==> config.mk <==
export PLATFORM = sky130hd
export DESIGN_NAME = spi_command_router
export DESIGN_NICKNAME = d
export VERILOG_FILES = /design/src/rtl/spi_command_router.sv
export SDC_FILE = /design/constraint.sdc
export NUM_CORES = 1
export LEC_CHECK = 0
export ABC_AREA = 1
export CORE_ASPECT_RATIO = 1.2
export CORE_UTILIZATION = 49
export CTS_CLUSTER_DIAMETER = 40
export DETAILED_ROUTE_END_ITERATION = 10
export GPL_TIMING_DRIVEN = 1
export PLACE_DENSITY_LB_ADDON = 0.2
export SKIP_CTS_REPAIR_TIMING = 1
export SYNTH_ARGS = -nofsm -noshare
export SYNTH_HDL_FRONTEND = slang
export SYNTH_SLANG_ARGS = --single-unit
==> constraint.sdc <==
create_clock -name clk -period 1.5 [get_ports clk]
set_input_delay 0.225 -clock clk [delete_from_list [all_inputs] [get_ports clk]]
set_output_delay 0.225 -clock clk [all_outputs]
set_load 0.02 [all_outputs]
==> src/rtl/spi_command_router.sv <==
// Host command router: decodes the SPI command byte, assembles write records and
// commits each one atomically to the selected channel FIFO; answers status reads.
module spi_command_router #(
  parameter int unsigned WordSize    = 8,
  parameter int unsigned RecordWords = 8,
  parameter int unsigned Channels    = 2,
  parameter int unsigned ChW         = (Channels > 1) ? $clog2(Channels) : 1
) (
  input  logic                            clk,
  input  logic                            rst_n,
  input  logic                            cs,
  input  logic                            word_ready,
  input  logic [WordSize-1:0]             rx_word,
  output logic [WordSize-1:0]             tx_word,
  input  logic [Channels*8-1:0]           free_slots,
  output logic                            rec_valid,
  output logic [ChW-1:0]                  rec_channel,
  output logic [RecordWords*WordSize-1:0] rec_data,
  output logic [2:0]                      status_flags
);

  localparam int unsigned CntW = (RecordWords > 1) ? $clog2(RecordWords) : 1;
  localparam int unsigned IdxW = $clog2(Channels + 2);
  localparam logic [IdxW-1:0] IdxMax  = IdxW'(Channels + 1);
  localparam logic [CntW-1:0] CntLast = CntW'(RecordWords - 1);
  localparam logic [3:0] OpStatus = 4'h0;
  localparam logic [3:0] OpWrite  = 4'h1;
  localparam logic [3:0] OpClear  = 4'h2;

  typedef enum logic [1:0] {IDLE, STATUS, WRITE, DISCARD} state_e;

  state_e state_q, state_d;
  logic [CntW-1:0]                      cnt_q, cnt_d;
  logic [RecordWords-1:0][WordSize-1:0] buf_q, buf_d;
  logic [ChW-1:0]                       ch_q, ch_d;
  logic [IdxW-1:0]                      idx_q, idx_d, idx_n;
  logic [WordSize-1:0]                  tx_q, tx_d;
  logic                                 recv_q, recv_d;
  logic [ChW-1:0]                       rech_q, rech_d;
  logic [RecordWords*WordSize-1:0]      recd_q, recd_d;
  logic [2:0]                           flags_q, flags_d, flag_set;
  logic                                 flag_clr;
  logic                                 cs_q;
  logic [7:0]                           fs0, fs_ch;
  logic                                 ch_ok;

  assign fs0   = free_slots[7:0];
  assign fs_ch = free_slots[32'(ch_q)*8 +: 8];
  assign ch_ok = 32'(rx_word[3:0]) < Channels;

  always_ff @(posedge clk or negedge rst_n) begin
    if (!rst_n) state_q <= IDLE;
    else        state_q <= state_d;
  end

  always_comb begin
    state_d = state_q;
    if (cs) begin
      state_d = IDLE;
    end else if (word_ready && state_q == IDLE) begin
      case (rx_word[7:4])
        OpStatus: state_d = STATUS;
        OpWrite:  state_d = ch_ok ? WRITE : DISCARD;
        default:  state_d = IDLE;
      endcase
    end
  end

  always_comb begin
    cnt_d    = cnt_q;
    buf_d    = buf_q;
    ch_d     = ch_q;
    idx_d    = idx_q;
    idx_n    = (idx_q == IdxMax) ? idx_q : idx_q + IdxW'(1);
    tx_d     = tx_q;
    recv_d   = 1'b0;
    rech_d   = rech_q;
    recd_d   = recd_q;
    flag_set = '0;
    flag_clr = 1'b0;
    if (cs) begin
      idx_d = '0;
      cnt_d = '0;
      if (state_q == WRITE && cnt_q != '0) flag_set[1] = 1'b1;
      if (!cs_q) tx_d = WordSize'(fs0);
    end else if (word_ready) begin
      case (state_q)
        IDLE: begin
          tx_d  = WordSize'(fs0);
          cnt_d = '0;
          case (rx_word[7:4])
            OpStatus: idx_d = '0;
            OpWrite: begin
              tx_d = '0;
              if (ch_ok) ch_d = rx_word[ChW-1:0];
              else       flag_set[0] = 1'b1;
            end
            OpClear: flag_clr = 1'b1;
            default: ;
          endcase
        end
        STATUS: begin
          // idx names the response now being loaded for the following byte
          idx_d = idx_n;
          if (32'(idx_n) < Channels)       tx_d = WordSize'(free_slots[32'(idx_n)*8 +: 8]);
          else if (32'(idx_n) == Channels) tx_d = WordSize'({flags_q, 5'b0});
          else                             tx_d = '0;
        end
        WRITE: begin
          tx_d         = '0;
          buf_d[cnt_q] = rx_word;
          if (cnt_q == CntLast) begin
            cnt_d = '0;
            if (fs_ch != 8'd0) begin
              recv_d = 1'b1;
              rech_d = ch_q;
              recd_d = buf_d;
            end else begin
              flag_set[2] = 1'b1;
            end
          end else begin
            cnt_d = cnt_q + CntW'(1);
          end
        end
        default: tx_d = '0;
      endcase
    end
    flags_d = (flag_clr ? 3'b000 : flags_q) | flag_set;
  end

  always_ff @(posedge clk or negedge rst_n) begin
    if (!rst_n) begin
      cnt_q   <= '0;
      buf_q   <= '0;
      ch_q    <= '0;
      idx_q   <= '0;
      tx_q    <= '0;
      recv_q  <= 1'b0;
      rech_q  <= '0;
      recd_q  <= '0;
      flags_q <= '0;
      cs_q    <= 1'b1;
    end else begin
      cnt_q   <= cnt_d;
      buf_q   <= buf_d;
      ch_q    <= ch_d;
      idx_q   <= idx_d;
      tx_q    <= tx_d;
      recv_q  <= recv_d;
      rech_q  <= rech_d;
      recd_q  <= recd_d;
      flags_q <= flags_d;
      cs_q    <= cs;
    end
  end

  assign tx_word      = tx_q;
  assign rec_valid    = recv_q;
  assign rec_channel  = rech_q;
  assign rec_data     = recd_q;
  assign status_flags = flags_q;

endmodule

# Word-level counts from Yosys, hierarchy flattened
# Cells that the tools add are included.
[classes]
addsub = 2
magnitude_cmp = 4
eq_ne = 9
n_shift = 2
n_mux = 45
bitwise_logic = 2
n_reduce_logical = 17
[op_table]
columns = ["operator", "count"]
rows = [
  ["bitwise mux 64 bit", 1],
  ["two-way mux 8 bit", 7],
  ["demux 8 bit (select 3 bit)", 1],
  ["two-way mux 1 bit", 22],
  ["case mux 8 bit (2 select lines)", 1],
  ["indexed part select 16 x 5 -> 8 bit", 1],
  ["indexed part select 16 x 6 -> 8 bit", 1],
  ["two-way mux 2 bit", 6],
  ["two-way mux 3 bit", 4],
  ["AND reduction 5 bit", 2],
  ["nonzero test 3 bit", 3],
  ["case mux 2 bit (2 select lines)", 2],
  ["nonzero test 8 bit", 1],
  ["== test 2 bit (second input constant)", 3],
  ["case mux 3 bit (2 select lines)", 1],
  ["AND reduction 3 bit", 2],
  ["== test 4 x 1 -> 1 bit (second input constant)", 1],
  ["== test 4 x 2 -> 1 bit (second input constant)", 1],
  ["logical NOT 4 bit", 1],
  ["less-than comparator 3 x 4 -> 1 bit (second input constant)", 1],
  ["less-than comparator 4 x 2 -> 1 bit (second input constant)", 1],
  ["AND reduction 2 bit", 2],
  ["nonzero test 2 bit", 2],
  ["adder 3 x 1 -> 3 bit (second input constant)", 1],
  ["other kinds (11)", 13],
]
[totals]
regBits = 150
in_bits = 28
out_inout_bits = 77

# Longest topological paths before layout
# Gate-level depths: netlist of the first run.
[depth]
depth_word = 8
mapped_depth = 10
depth_no_buf = 9

# Worst setup path after synthesis of the first run
# No wires, ideal clock.
[synth_timing]
path_type = "register to register"
start = "reg cnt_q[0]"
end = "reg recd_q[12] (netlist: rec_data[12])"
setup_ns = 0.117
arrival_time_ns = 1.368
required_ns = 1.383
path_slack_ns = 0.015
path_stages_with_launch = 9
period_less_slack_ns = 1.485
path_cell_list = "dfrtp_1 ha_1 ha_1 inv_1 nor2_4 buf_4 buf_2 nand3_1 nand2_1"
[synth_via]
elab_chain_cells = 5
word_cells_on_any_way = 8
classes_between = "order compare: 2; eq/ne: 1; mux: 3; reduce/logical: 2"
[synth_lines]
columns = ["item", "line", "source"]
rows = [
  ["from (decl)", "33", "logic [CntW-1:0] cnt_q, cnt_d;"],
  ["from (signal assigned)", "144", "cnt_q <= cnt_d;"],
  ["less-than comparator 3 x 4 -> 1 bit (implied by the code) / greater-or-equal comparator 3 x 1 -> 1 bit (equally long branches)", "111", "buf_d[cnt_q] = rx_word;"],
  ["logical AND 1 bit (implied by the code)", "111", ""],
  ["two-way mux 8 bit (implied by the code)", "111", ""],
  ["demux 8 bit (select 3 bit)", "111", ""],
  ["bitwise mux 64 bit", "111", ""],
  ["to (signal assigned)", "151", "recd_q <= recd_d;"],
  ["to (decl)", "40", "logic [RecordWords*WordSize-1:0] recd_q, recd_d;"],
]
# Parallel ways exist; a longest one is shown, timed or not.
# A chain may end at the register's enable or synchronous reset.

# Worst setup path after layout of the first run
[layout_timing]
start = "reg cnt_q[1]"
end = "reg recd_q[23] (netlist: rec_data[23])"
# The elaborated chain is that of the path after synthesis.

==> results of run 1 <==
## routing by layer
layer | GRT usage | up-vias
li1 | - | 3123
met2 | 0.407 | 273
met1 | 0.361 | 3228
met5 | 0 | -
met4 | 0.102 | 0
met3 | 0.0387 | 64
## worst max-delay path by stage
stage                                from               to  slack, ns  depth (start not counted)
after floorplan                  cnt_q[0]     rec_data[12]       0.01                          8
after global placement         word_ready     rec_data[47]      -0.20                          9
after detailed placement       word_ready     rec_data[32]      -0.27                          9
after CTS                 status_flags[1]  status_flags[1]      -0.19                          1
after global routing           state_q[0]      rec_data[6]      -0.13                         10
final                            cnt_q[1]     rec_data[23]      -0.08                          9
## power by group through the flow
| stage | combinational, mW | sequential, mW | clock, mW |
|---|---|---|---|
| 4_1_cts | 0.677 | 4.21 | 4.63 |
| 3_5_place_dp | 0.673 | 4.28 | 0 |
| 5_1_grt | 0.749 | 4.22 | 4.78 |
| 3_3_place_gp | 0.664 | 4.28 | 0 |
| 2_1_floorplan | 0.200 | 4.32 | 0 |
| 6_report | 0.682 | 4.21 | 4.60 |
## cells in the mapped netlist (all sizes together)
cell type	instances
nand3b	2
a21oi	8
nor3	3
nand2	445
o21ai	75
ha	3
o22ai	1
nand3	82
buf	24
nand4	1
nor2	37
clkbuf	20
dfstp	1
dfrtp	149
inv	26
## through the flow
stage,util,instance area [sq um],worst slack [ns],cells
final,0.757,10200,-0.0777,1224
after global routing,0.757,10200,-0.127,1224
after CTS,0.684,9180,-0.192,1199
after detailed placement,0.638,8550,-0.274,1167
after global placement,0.638,8550,-0.203,1167
after floorplan,-,6820,0.0146,877
## flip-flops by register name (all words and copies together) (netlist names)
signal	flops
buf_q	64
ch_q	1
cnt_q	3
cs_q	1
idx_q	2
rec_channel	1
rec_data	64
rec_valid	1
state_q	2
status_flags	3
tx_word	8
## area by class of cell
| class | instances | area (sq um) |
|---|---|---|
| timing repair buffer | 190 | 2370 |
| inverter | 26 | 100 |
| sequential | 150 | 3760 |
| clock buffer | 23 | 478 |
| tap | 168 | 210 |
| clock inverter | 9 | 149 |
| fill | 903 | 3250 |
| multi-input combinational | 658 | 3100 |
## cell families after synthesis
logic type | count (synthesis)
and+or+nand+nor | 570
AOI/OAI and AO/OA | 84
adders and majority gates | 3
buffers and inverters | 70
DFF | 150
## cells in the final DEF (no fill, tap or decap), types with 2 or more instances in the layout
| cell | count |
|---|---|
| o21ai_0 | 30 |
| clkdlybuf4s50_1 | 26 |
| clkbuf_16 | 28 |
| nand2_8 | 3 |
| nand2_4 | 11 |
| dfrtp_1 | 148 |
| buf_12 | 20 |
| nand3_1 | 71 |
| clkinv_2 | 4 |
| nand3_2 | 10 |
| bufinv_16 | 4 |
| nor2_1 | 34 |
| a21oi_1 | 8 |
| buf_4 | 46 |
| buf_6 | 6 |
| nor3_1 | 3 |
| inv_2 | 9 |
| dlymetal6s2s_1 | 77 |
| nor2_4 | 2 |
| nand2_1 | 388 |
| nand3b_1 | 2 |
| clkbuf_1 | 3 |
| o21ai_1 | 34 |
| buf_8 | 3 |
| o21ai_2 | 11 |
| inv_1 | 16 |
| nand2_2 | 44 |
| clkbuf_8 | 3 |
## worst register-to-register path, stage by stage, from the launching register on
cell	delay, ns
dfrtp_1	0.40
ha_2	0.20
ha_4	0.16
inv_4	0.06
nor2_4	0.04
buf_12	0.14
buf_8	0.14
buf_8	0.13
nand3_1	0.11
nand2_1	0.07
==> results.txt, run 1 <==
The power per unit of standard cell area is 935 nW/um^2. TritonCTS built the clock tree. After detailed routing, the wire length on met1 is 8500 um. Once detailed placement completed, the half-perimeter wirelength came to around 12,000 um. The worst setup path is launched from a flop. The final hold slack is 0.251 ns. The final-layout setup total negative slack is -2.18 ns. The clock share of power came out at 0.485. The overall routing resource usage came out at 0.260. Of the total synthesized cell area, the portion taken by full adders, half adders and majority gates is 0.00550. The delay of the slowest cell on the worst path came out at 0.40 ns. In this design, the largest share of critical-path delay is due to buffers and inverters.

The complex-gate fraction of the synthesized area is 0.0618. The number of clock sinks is 150. The total setup violations reported at the end of the flow came out at 59. The repair_antennas step left the layout with diodes totalling 0.

The critical path in this run is classified as reg2reg. The number of distinct standard cells referenced by the synthesized netlist came out at 23. The multiplexer area fraction after synthesis is 0.

After floorplanning, the core was sized to cover about 13,000 sq um. In this run the horizontal extent of the chip is 110 um. In this run the critical register-to-register path is launched from cnt_q[1]. Summed over all cells, the static leakage comes to approximately 6.4 nW.

The synthesized-area fraction occupied by xor and xnor cells came out at 0. The tool flagged a number of max-cap violations equal to 0. The switching share of total power came out at 0.226.

The combinational family with the most area after synthesis is simple AND/OR/NAND/NOR gates. The level count of the clock H-tree came out at 4. The first-pass iteration count of the detailed router is 5. The via count of the first global-routing pass came to 5,924. The total met3 wirelength after detailed routing came out at 1470 um.

The first global-routing pass estimated 29,000 um of wire. The total met2 wirelength after detailed routing is a little over 10,000 um. The run finished, with violations left. The worst supply voltage drop on vdd came out at 781 uV.

Global routing finished with a remaining overflow of 0. The count of boundary I/O pins is 105. The checks that failed: setup timing. The global placement routability congestion came out at 0.819. The cell depth of the worst flop-to-flop path came out at 9.

The post-route antenna net violation count is 0. The clock tree skew after final layout is roughly 0.010 ns. Dividing the detail-routed wire length by the instance count gives between 15 and 20 um. The total detailed-routing wirelength came out at ~21,000 um. The sequential fraction of the synthesis area came out at 0.550. The measured slew at the worst slew-check pin is about 0.5 ns.

The final layout net count is 1,074. Setup repair after global routing could not meet its margin everywhere. The largest individual stage delay along the critical path comes from the cell dfrtp_1.

The initial antenna violation count is 0. The total via count after detailed routing is 6,688. The worst-case register-to-register setup slack came out at -0.08 ns. Clock tree synthesis selected as its root buffer the cell clkbuf_16. The shortest clock period the worst path allows after layout came out at 1.58 ns. Buffers placed on the I/O ports in this run total between 100 and 150. Clock tree synthesis inserted a total of 17 buffers. The number of synthesized register bits is 150.

The total standard cell area after synthesis is 6820 sq um. The maximum number of pins on one net before global-route repair is 40. In this run the worst path has a maximum fanout of 6. Synthesis produced a netlist with a net count of around 900. Derived from the worst setup path, the maximum achievable clock frequency is 634 MHz. The full die area is 14,400 sq um. dfrtp_1 takes more of the synthesized area than any other cell. Of the cells placed in the final design, the portion with a size suffix greater than 1 is 0.201. The signal on the critical path passes through ha_2 > ha_4 > inv_4 > nor2_4 > buf_12 > buf_8 > buf_8 > nand3_1 > nand2_1. The clock passes through at most 2 buffers.

The synthesized area per cell came out at 7.78 sq um. The starting DRC count in detailed routing is 597. In this run the top signal layer used is met4.

Of the total power, combinational logic draws 0.072. The endpoint identified for the worst register-to-register timing path is rec_data[23]. The count of unresolved DRC violations after routing came out at 0.

The placement row count came out at between 40 and 50. The internal portion of total power came out at 7.35 mW. In this run the worst hold path is classified as in2async. By instance count, the cell type seen most on the critical path is buf_8. The data arrival time at the worst-slack endpoint is 1.90 ns. For this run, the number of Yosys warnings is 0.

STA classifies the critical path endpoint as a flop. Of the total synthesized cell area, the portion taken by AND, OR, NAND and NOR gates is 0.334. The worst-case setup margin in the final layout came out at -0.0777 ns. The share of synthesized area in the top cell type comes to 0.547. The required time reported for the critical path endpoint is roughly 1.8 ns. The total design power is 9.49 mW. The synthesized instance count came out at 877. The post-synthesis to final-layout area growth is 48.9%.

Of the total power, registers draw 0.443. Clock-pin slew was measured on the worst setup and hold paths at around 0.060 ns. Together, buffers and inverters on the worst path number 4.

Sorting the synthesized cells by area gives the leading types as dfrtp_1, nand2_1, nand3_1. The ratio of routed vias to standard cells came out at about 5.5. The insertion delay to the later sink of the worst-skew pair came out at 0.43 ns. The hold violation count in the final report is 0. The max-slew headroom at the worst pin came out at 0.668. For this design the total switching power over the nets is 2.15 mW. The post-route clock period utilization came out at 1.05. The count of pins over their slew limit is 0. The initial cell density of the core came out at 0.509.

The overall die height is 131 um.
(Power assumes the default switching activity.)
==> run 2, diff against run 1 <==
--- a/config.mk
+++ b/config.mk
@@ -6,11 +6,14 @@
 export NUM_CORES = 1
 export LEC_CHECK = 0
 export ABC_AREA = 1
+export CELL_PAD_IN_SITES_DETAIL_PLACEMENT = 0
+export CELL_PAD_IN_SITES_GLOBAL_PLACEMENT = 1
 export CORE_ASPECT_RATIO = 1.2
-export CORE_UTILIZATION = 49
+export CORE_UTILIZATION = 36
 export CTS_CLUSTER_DIAMETER = 40
 export DETAILED_ROUTE_END_ITERATION = 10
 export GPL_TIMING_DRIVEN = 1
+export MAX_ROUTING_LAYER = met4
 export PLACE_DENSITY_LB_ADDON = 0.2
 export SKIP_CTS_REPAIR_TIMING = 1
 export SYNTH_ARGS = -nofsm -noshare
==> results.txt, run 2 (synthesis results as in run 1) <==
Outcome: finished, violations left (unchanged). Violations in the final reports: setup timing (unchanged). The power per unit of standard cell area is 865 nW/um^2 (was 935 nW/um^2).

The diode insertion count for antenna repair came to 0 (unchanged). The routed metal-1 wire length came to 9430 um (was 8500 um). The initial cell density of the core came out at 0.371 (was 0.509).

The shortest clock period the worst path allows after layout came out at 1.56 ns (was 1.58 ns). The total met3 wirelength after detailed routing is 884 um (was 1470 um). The worst supply voltage drop on vdd came to 778 uV (was 781 uV). The via count of the first global-routing pass is 5,855 (was 5,924). The path class of the lowest-slack min-delay path is in2async (unchanged). The maximum clock insertion buffer count came out at 2 (unchanged).

The overall die height came out at 153 um (was 131 um). The measured slew at the worst slew-check pin came out at 0.504 ns (was 0.498 ns). The maximum net fanout on the critical path came out at 22 (was 6). The worst-case setup margin in the final layout came out at -0.0569 ns (was -0.0777 ns). The ratio of routed vias to standard cells came to 4.77 (was 5.46). The maximum number of pins on one net before global-route repair came out at 47 (was 40). The area of all sequential standard cells came out at 3750 sq um (was 3760 sq um).

The count of boundary I/O pins is 105 (unchanged). The area used by multi-input combinational logic came out at 3040 sq um (was 3100 sq um). The post-route antenna net violation count is 0 (unchanged). The total met2 wirelength after detailed routing was 10,200 um (was 10,300 um). The area of the core is 18,400 sq um (was 13,400 sq um). The fraction of final layout cells with drive strength greater than 1 came to 0.170 (was 0.201). The total detailed-routing wirelength came to 20,800 um (was 21,000 um). The overall routing resource usage came to 0.212 (was 0.260).

The area of all placed cells without fillers came to 9990 sq um (was 10,200 sq um). The total setup violations reported at the end of the flow was 61 (was 59). Unrepaired setup endpoints after global routing: yes (unchanged).

The post-place instance area came out at 8650 sq um (was 8550 sq um). The required time reported for the critical path endpoint came out at 1.86 ns (was 1.82 ns). The post-synthesis to final-layout area growth came out at 46.5% (was 48.9%).

The count of unresolved DRC violations after routing came to 0 (unchanged). The slowest cell on the critical path is dfrtp_1 (unchanged). The TritonCTS clock tree is yes (unchanged). The clock tree skew after final layout is 0.00982 ns (was 0.0104 ns).

The global placement routability congestion is 0.847 (was 0.819). The first-pass iteration count of the detailed router came out at 5 (unchanged). The layout filler cell count is 1,748 (was 903). The cell family contributing the most delay on the critical path is buffers and inverters (unchanged). The leakage component of the power came out at 6.28 nW (was 6.39 nW). Cells along the critical path: ha_2 > ha_4 > inv_2 > nor2_4 > buf_4 > clkbuf_16 > nand3_1 > nand2_1 (was ha_2 > ha_4 > inv_4 > nor2_4 > buf_12 > buf_8 > buf_8 > nand3_1 > nand2_1).

The total design power came out at 8.65 mW (was 9.49 mW). The final layout net count was 1,070 (was 1,074). The total half-perimeter wirelength after legalization and detailed placement came out at 12,500 um (was 11,600 um). The clock transition at the registers of the reported paths came out at 0.06 ns (about the same).

The post-route clock period utilization came out at 1.04 (was 1.05). The data arrival time at the worst-slack endpoint is 1.92 ns (was 1.90 ns). The delay of the slowest cell on the worst path is 0.38 ns (was 0.40 ns). The buffer type at the clock tree root is clkbuf_16 (unchanged).

The number of clock sinks was 150 (unchanged). The highest clock frequency the design can meet is 642 MHz (was 634 MHz). The full die area is 19,500 sq um (was 14,400 sq um). The most common cell after layout, fill and taps aside is nand2_1 (unchanged). The placement row count is 54 (was 46). The number of buffers created by CTS came out at 17 (unchanged). The top layer reached by signal wires is met4 (unchanged). The sort of element at the end of the critical path is a flop (unchanged). The width of the chip is 128 um (was 110 um). The count of pins over their slew limit came to 0 (unchanged). The average detailed-routed wire length per instance came out at 16.0 um (was 17.1 um). The total via count after detailed routing came out at 6,210 (was 6,688).

The wire length of the first global-routing pass is 30,900 um (was 29,000 um). The type of element launching the critical path is a flop (unchanged). The max-slew headroom at the worst pin was 0.663 (was 0.668). The initial antenna violation count is 0 (unchanged). The number of buffers added on ports is 104 (unchanged). The level count of the clock H-tree came out at 4 (unchanged). The count of buffering cells on the critical path with inverters included came out at 3 (was 4). The total of max-cap violations is 0 (unchanged).

The starting DRC count in detailed routing came out at 462 (was 597). The hold violation count in the final report is 0 (unchanged). The insertion delay to the later sink of the worst-skew pair came to 0.43 ns (about the same). Most used cells in the layout excluding fill and tap cells: nand2_1, dfrtp_1, dlymetal6s2s_1 (unchanged). The critical setup path kind is reg2reg (unchanged). The total congestion overflow after global routing came out at 0 (unchanged).
## run 2: cell count changes in the layout (fill, tap and decap cells not counted), sizes merged
cell / previous run / this run
bufinv: 4 / 0
clkbuf: 34 / 33
clkinv: 5 / 4
clkinvlp: 0 / 1
nand2: 446 / 445
## run 2: worst paths after layout
path / cells past startpoint / to / slack [ns] / from
worst min-delay path: 2 / rec_data[8] / 0.31 / rst_n
worst max-delay path: 8 / rec_data[28] / -0.06 / cnt_q[1]
min in group clk: 3 / tx_word[6] / 0.39 / free_slots[6]
worst min register to register: 2 / rec_data[16] / 0.46 / rec_data[16]
max in group asynchronous: 3 / buf_q[56] / 0.59 / rst_n
worst max register to register: 8 / rec_data[28] / -0.06 / cnt_q[1]
## run 2: worst reg2reg max path, cell delays in order, from the launching register on
cell and delay (ns):
dfrtp_1 0.38, ha_2 0.20, ha_4 0.13, inv_2 0.05, nor2_4 0.19, buf_4 0.18, clkbuf_16 0.19, nand3_1 0.10
nand2_1 0.08
## run 2: power by group
group | switching, mW | internal [mW] | total, mW
logic | 0.397 | 0.301 | 0.698
registers | 0.0581 | 4.15 | 4.21
clock network | 1.62 | 2.13 | 3.74
## run 2: metrics by stage
step	setup TNS, ns	setup WS [ns]	instances	util	hold WS (ns)
global placement	-25.90	-0.224	1252	0.471	0.207
CTS	-9.27	-0.192	1282	0.498	-0.248
finish	-1.96	-0.0569	1302	0.544	0.305
detailed placement	-28.22	-0.244	1252	0.471	0.200
floorplan	0	0.0146	877	-	-0.0706
global route	-6.74	-0.136	1302	0.544	0.362
## run 2: layout make-up
type | count | share of cell area
sequential | 150 | 0.376
multi-input combinational | 657 | 0.304
timing repair buffer | 187 | 0.230
clock buffer | 25 | 0.0466
tap | 252 | 0.0315
inverter | 26 | 0.00976
clock inverter | 5 | 0.00275
## run 2: metal layers
metal  vias to the layer above  GRT usage
li1                       3123          -
met5                         -          -
met3                        22     0.0383
met2                       148      0.344
met4                         0     0.0543
met1                      2917      0.272
==> run 3, diff against run 2 <==
--- a/config.mk
+++ b/config.mk
@@ -9,12 +9,13 @@
 export CELL_PAD_IN_SITES_DETAIL_PLACEMENT = 0
 export CELL_PAD_IN_SITES_GLOBAL_PLACEMENT = 1
 export CORE_ASPECT_RATIO = 1.2
-export CORE_UTILIZATION = 36
+export CORE_UTILIZATION = 30
 export CTS_CLUSTER_DIAMETER = 40
 export DETAILED_ROUTE_END_ITERATION = 10
 export GPL_TIMING_DRIVEN = 1
 export MAX_ROUTING_LAYER = met4
 export PLACE_DENSITY_LB_ADDON = 0.2
+export REMOVE_ABC_BUFFERS = 1
 export SKIP_CTS_REPAIR_TIMING = 1
 export SYNTH_ARGS = -nofsm -noshare
 export SYNTH_HDL_FRONTEND = slang
==> results.txt, run 3 (synthesis results as in run 1) <==
The diode insertion count for antenna repair was 0 (unchanged). The area used by multi-input combinational logic came out at 3010 sq um (was 3040 sq um). The start point of the critical path is state_q[0] (was cnt_q[1]). The total met3 wirelength after detailed routing came out at 669 um (was 884 um).

The power share of the combinational group is 0.072 (was 0.081). The fraction of final layout cells with drive strength greater than 1 came to 0.170 (about the same). The maximum clock insertion buffer count is 2 (unchanged). The first-pass iteration count of the detailed router is 5 (unchanged). The area of all sequential standard cells came to 3750 sq um (unchanged).

The overall die height is 167 um (was 153 um). The total detailed-routing wirelength came out at 19,900 um (was 20,800 um). The buffer type at the clock tree root is clkbuf_16 (unchanged).

The critical setup path kind was reg2reg (unchanged). The top layer reached by signal wires is met4 (unchanged). The data arrival time at the worst-slack endpoint came to 1.89 ns (was 1.92 ns). The clock transition at the registers of the reported paths came out at 0.06 ns (about the same). The post-route antenna net violation count is 0 (unchanged). The measured slew at the worst slew-check pin came out at 0.399 ns (was 0.504 ns).

Unrepaired setup endpoints after global routing: yes (unchanged). The type of element launching the critical path was a flop (unchanged). The critical register-to-register path startpoint was state_q[0] (was cnt_q[1]). The total half-perimeter wirelength after legalization and detailed placement is 12,300 um (was 12,500 um). The worst supply voltage drop on vdd was 800 uV (was 778 uV).

The post-synthesis to final-layout area growth came out at 46.2% (was 46.5%). The count of pins over their slew limit came to 0 (unchanged). The number of buffers added on ports is 104 (unchanged). The switching power of the nets came out at 2.10 mW (was 2.07 mW). The maximum number of pins on one net before global-route repair came to 66 (was 47). The layout filler cell count came out at 2,223 (was 1,748). The highest clock frequency the design can meet is 633 MHz (was 642 MHz). The post-layout instance count excluding filler cells is 1,320 (was 1,302). The path class of the lowest-slack min-delay path is in2async (unchanged). The full die area came out at 23,300 sq um (was 19,500 sq um). The switching share of total power is 0.234 (was 0.240). The number of clock sinks is 150 (unchanged). The leakage component of the power came out at 6.25 nW (was 6.28 nW). Most used cells in the layout excluding fill and tap cells: nand2_1, dfrtp_1, nand3_1 (was nand2_1, dfrtp_1, dlymetal6s2s_1). The cell depth of the worst flop-to-flop path came out at 10 (was 8). Violations in the final reports: setup timing (unchanged). The power per unit of standard cell area is 900 nW/um^2 (was 865 nW/um^2).

The via count of the first global-routing pass came out at 5,951 (was 5,855). The overall routing resource usage is 0.172 (was 0.212). The most common cell after layout, fill and taps aside is nand2_1 (unchanged). The relative contribution of sequential cells to total power is 0.468 (was 0.486). The total of max-cap violations came out at 0 (unchanged). The area of the core is 22,400 sq um (was 18,400 sq um). The endpoint of the most critical register-to-register path is rec_data[24] (was rec_data[28]).

The routed metal-1 wire length was 9410 um (was 9430 um). The level count of the clock H-tree came out at 4 (unchanged). The total congestion overflow after global routing is 0 (unchanged).

The TritonCTS clock tree was yes (unchanged). The total setup violations reported at the end of the flow was 53 (was 61). The required time reported for the critical path endpoint came to 1.81 ns (was 1.86 ns). The wire length of the first global-routing pass is 30,600 um (was 30,900 um). The count of boundary I/O pins came to 105 (unchanged).

Outcome: finished, violations left (unchanged). The ratio of routed vias to standard cells is 4.64 (was 4.77). The initial cell density of the core was 0.305 (was 0.371). The final layout net count is 1,060 (was 1,070).

The count of unresolved DRC violations after routing came out at 0 (unchanged). The worst-case setup margin in the final layout is -0.0809 ns (was -0.0569 ns). The total met2 wirelength after detailed routing came out at 9680 um (was 10,200 um).

The placement row count is 60 (was 54). The number of buffers created by CTS is 17 (unchanged). The global placement routability congestion was 0.773 (was 0.847). The internal portion of total power was 6.88 mW (was 6.58 mW). The initial antenna violation count is 0 (unchanged).

The total design power is 8.98 mW (was 8.65 mW). The post-route clock period utilization is 1.05 (was 1.04). The final hold slack was 0.246 ns (was 0.305 ns). The worst-case register-to-register setup slack came out at -0.08 ns (was -0.06 ns). The shortest clock period the worst path allows after layout is 1.58 ns (was 1.56 ns). The average detailed-routed wire length per instance came out at 15.1 um (was 16.0 um). The width of the chip is 140 um (was 128 um). The insertion delay to the later sink of the worst-skew pair came out at 0.42 ns (was 0.43 ns).

The max-slew headroom at the worst pin came to 0.734 (was 0.663). The total via count after detailed routing is 6,130 (was 6,210). The hold violation count in the final report is 0 (unchanged).

The maximum net fanout on the critical path was 11 (was 22). The sort of element at the end of the critical path is a flop (unchanged). The clock share of power is 0.459 (was 0.433). The instance count after placement with tap cells included came out at 1,272 (was 1,252).

The clock tree skew after final layout came to 0.00798 ns (was 0.00982 ns). The starting DRC count in detailed routing came to 335 (was 462).
## run 3: power groups by stage
stage / Sequential (mW) / Clock [mW] / Combinational, mW
floorplan: 4.32 / 0 / 0.195
global placement: 4.28 / 0 / 0.650
detailed placement: 4.27 / 0 / 0.655
CTS: 4.20 / 4.23 / 0.658
global route: 4.21 / 4.40 / 0.725
finish: 4.20 / 4.12 / 0.650
## run 3: area by class of cell
cell class	instances	area share
clock inverters	7	0.00703
multi-input cells	658	0.302
flip-flops and latches	150	0.377
clock buffers	24	0.0493
repair buffers	176	0.220
inverters	26	0.00979
well taps	279	0.0350
## run 3: metrics by stage
step / worst slack (ns) / cell area, sq um / utilization / setup TNS, ns
final: -0.0809 / 9970 / 0.446 / -2.50
after global routing: -0.135 / 9970 / 0.446 / -6.07
after CTS: -0.186 / 9210 / 0.412 / -11.68
after detailed placement: -0.272 / 8640 / 0.386 / -26.71
after global placement: -0.254 / 8640 / 0.386 / -25.18
after floorplan: -2.83 / 6590 / - / -235.32
## run 3: layer usage
metal	up-vias	track usage
li1	3085	-
met1	2921	0.217
met2	112	0.280
met3	12	0.0309
met4	0	0.0530
met5	-	-
## run 3: worst max-delay path, stage by stage, from the launching register on
cell and delay [ns]:
dfrtp_1 0.40, inv_2 0.09, nand3_4 0.07, nor2_4 0.12, inv_2 0.05, nor2_4 0.17
buf_6 0.17, nand2_8 0.11, clkbuf_16 0.19, nand2_1 0.06, nand2_1 0.04
## run 3: worst max path at each step
| stage | end | slack, ns | cells after the start |
|---|---|---|---|
| 6_report | rec_data[24] | -0.08 | 10 |
| 5_1_grt | rec_data[1] | -0.13 | 10 |
| 4_1_cts | status_flags[0] | -0.19 | 1 |
| 3_5_place_dp | rec_data[38] | -0.27 | 9 |
| 3_3_place_gp | rec_data[30] | -0.25 | 9 |
| 2_1_floorplan | rec_channel | -2.83 | 8 |
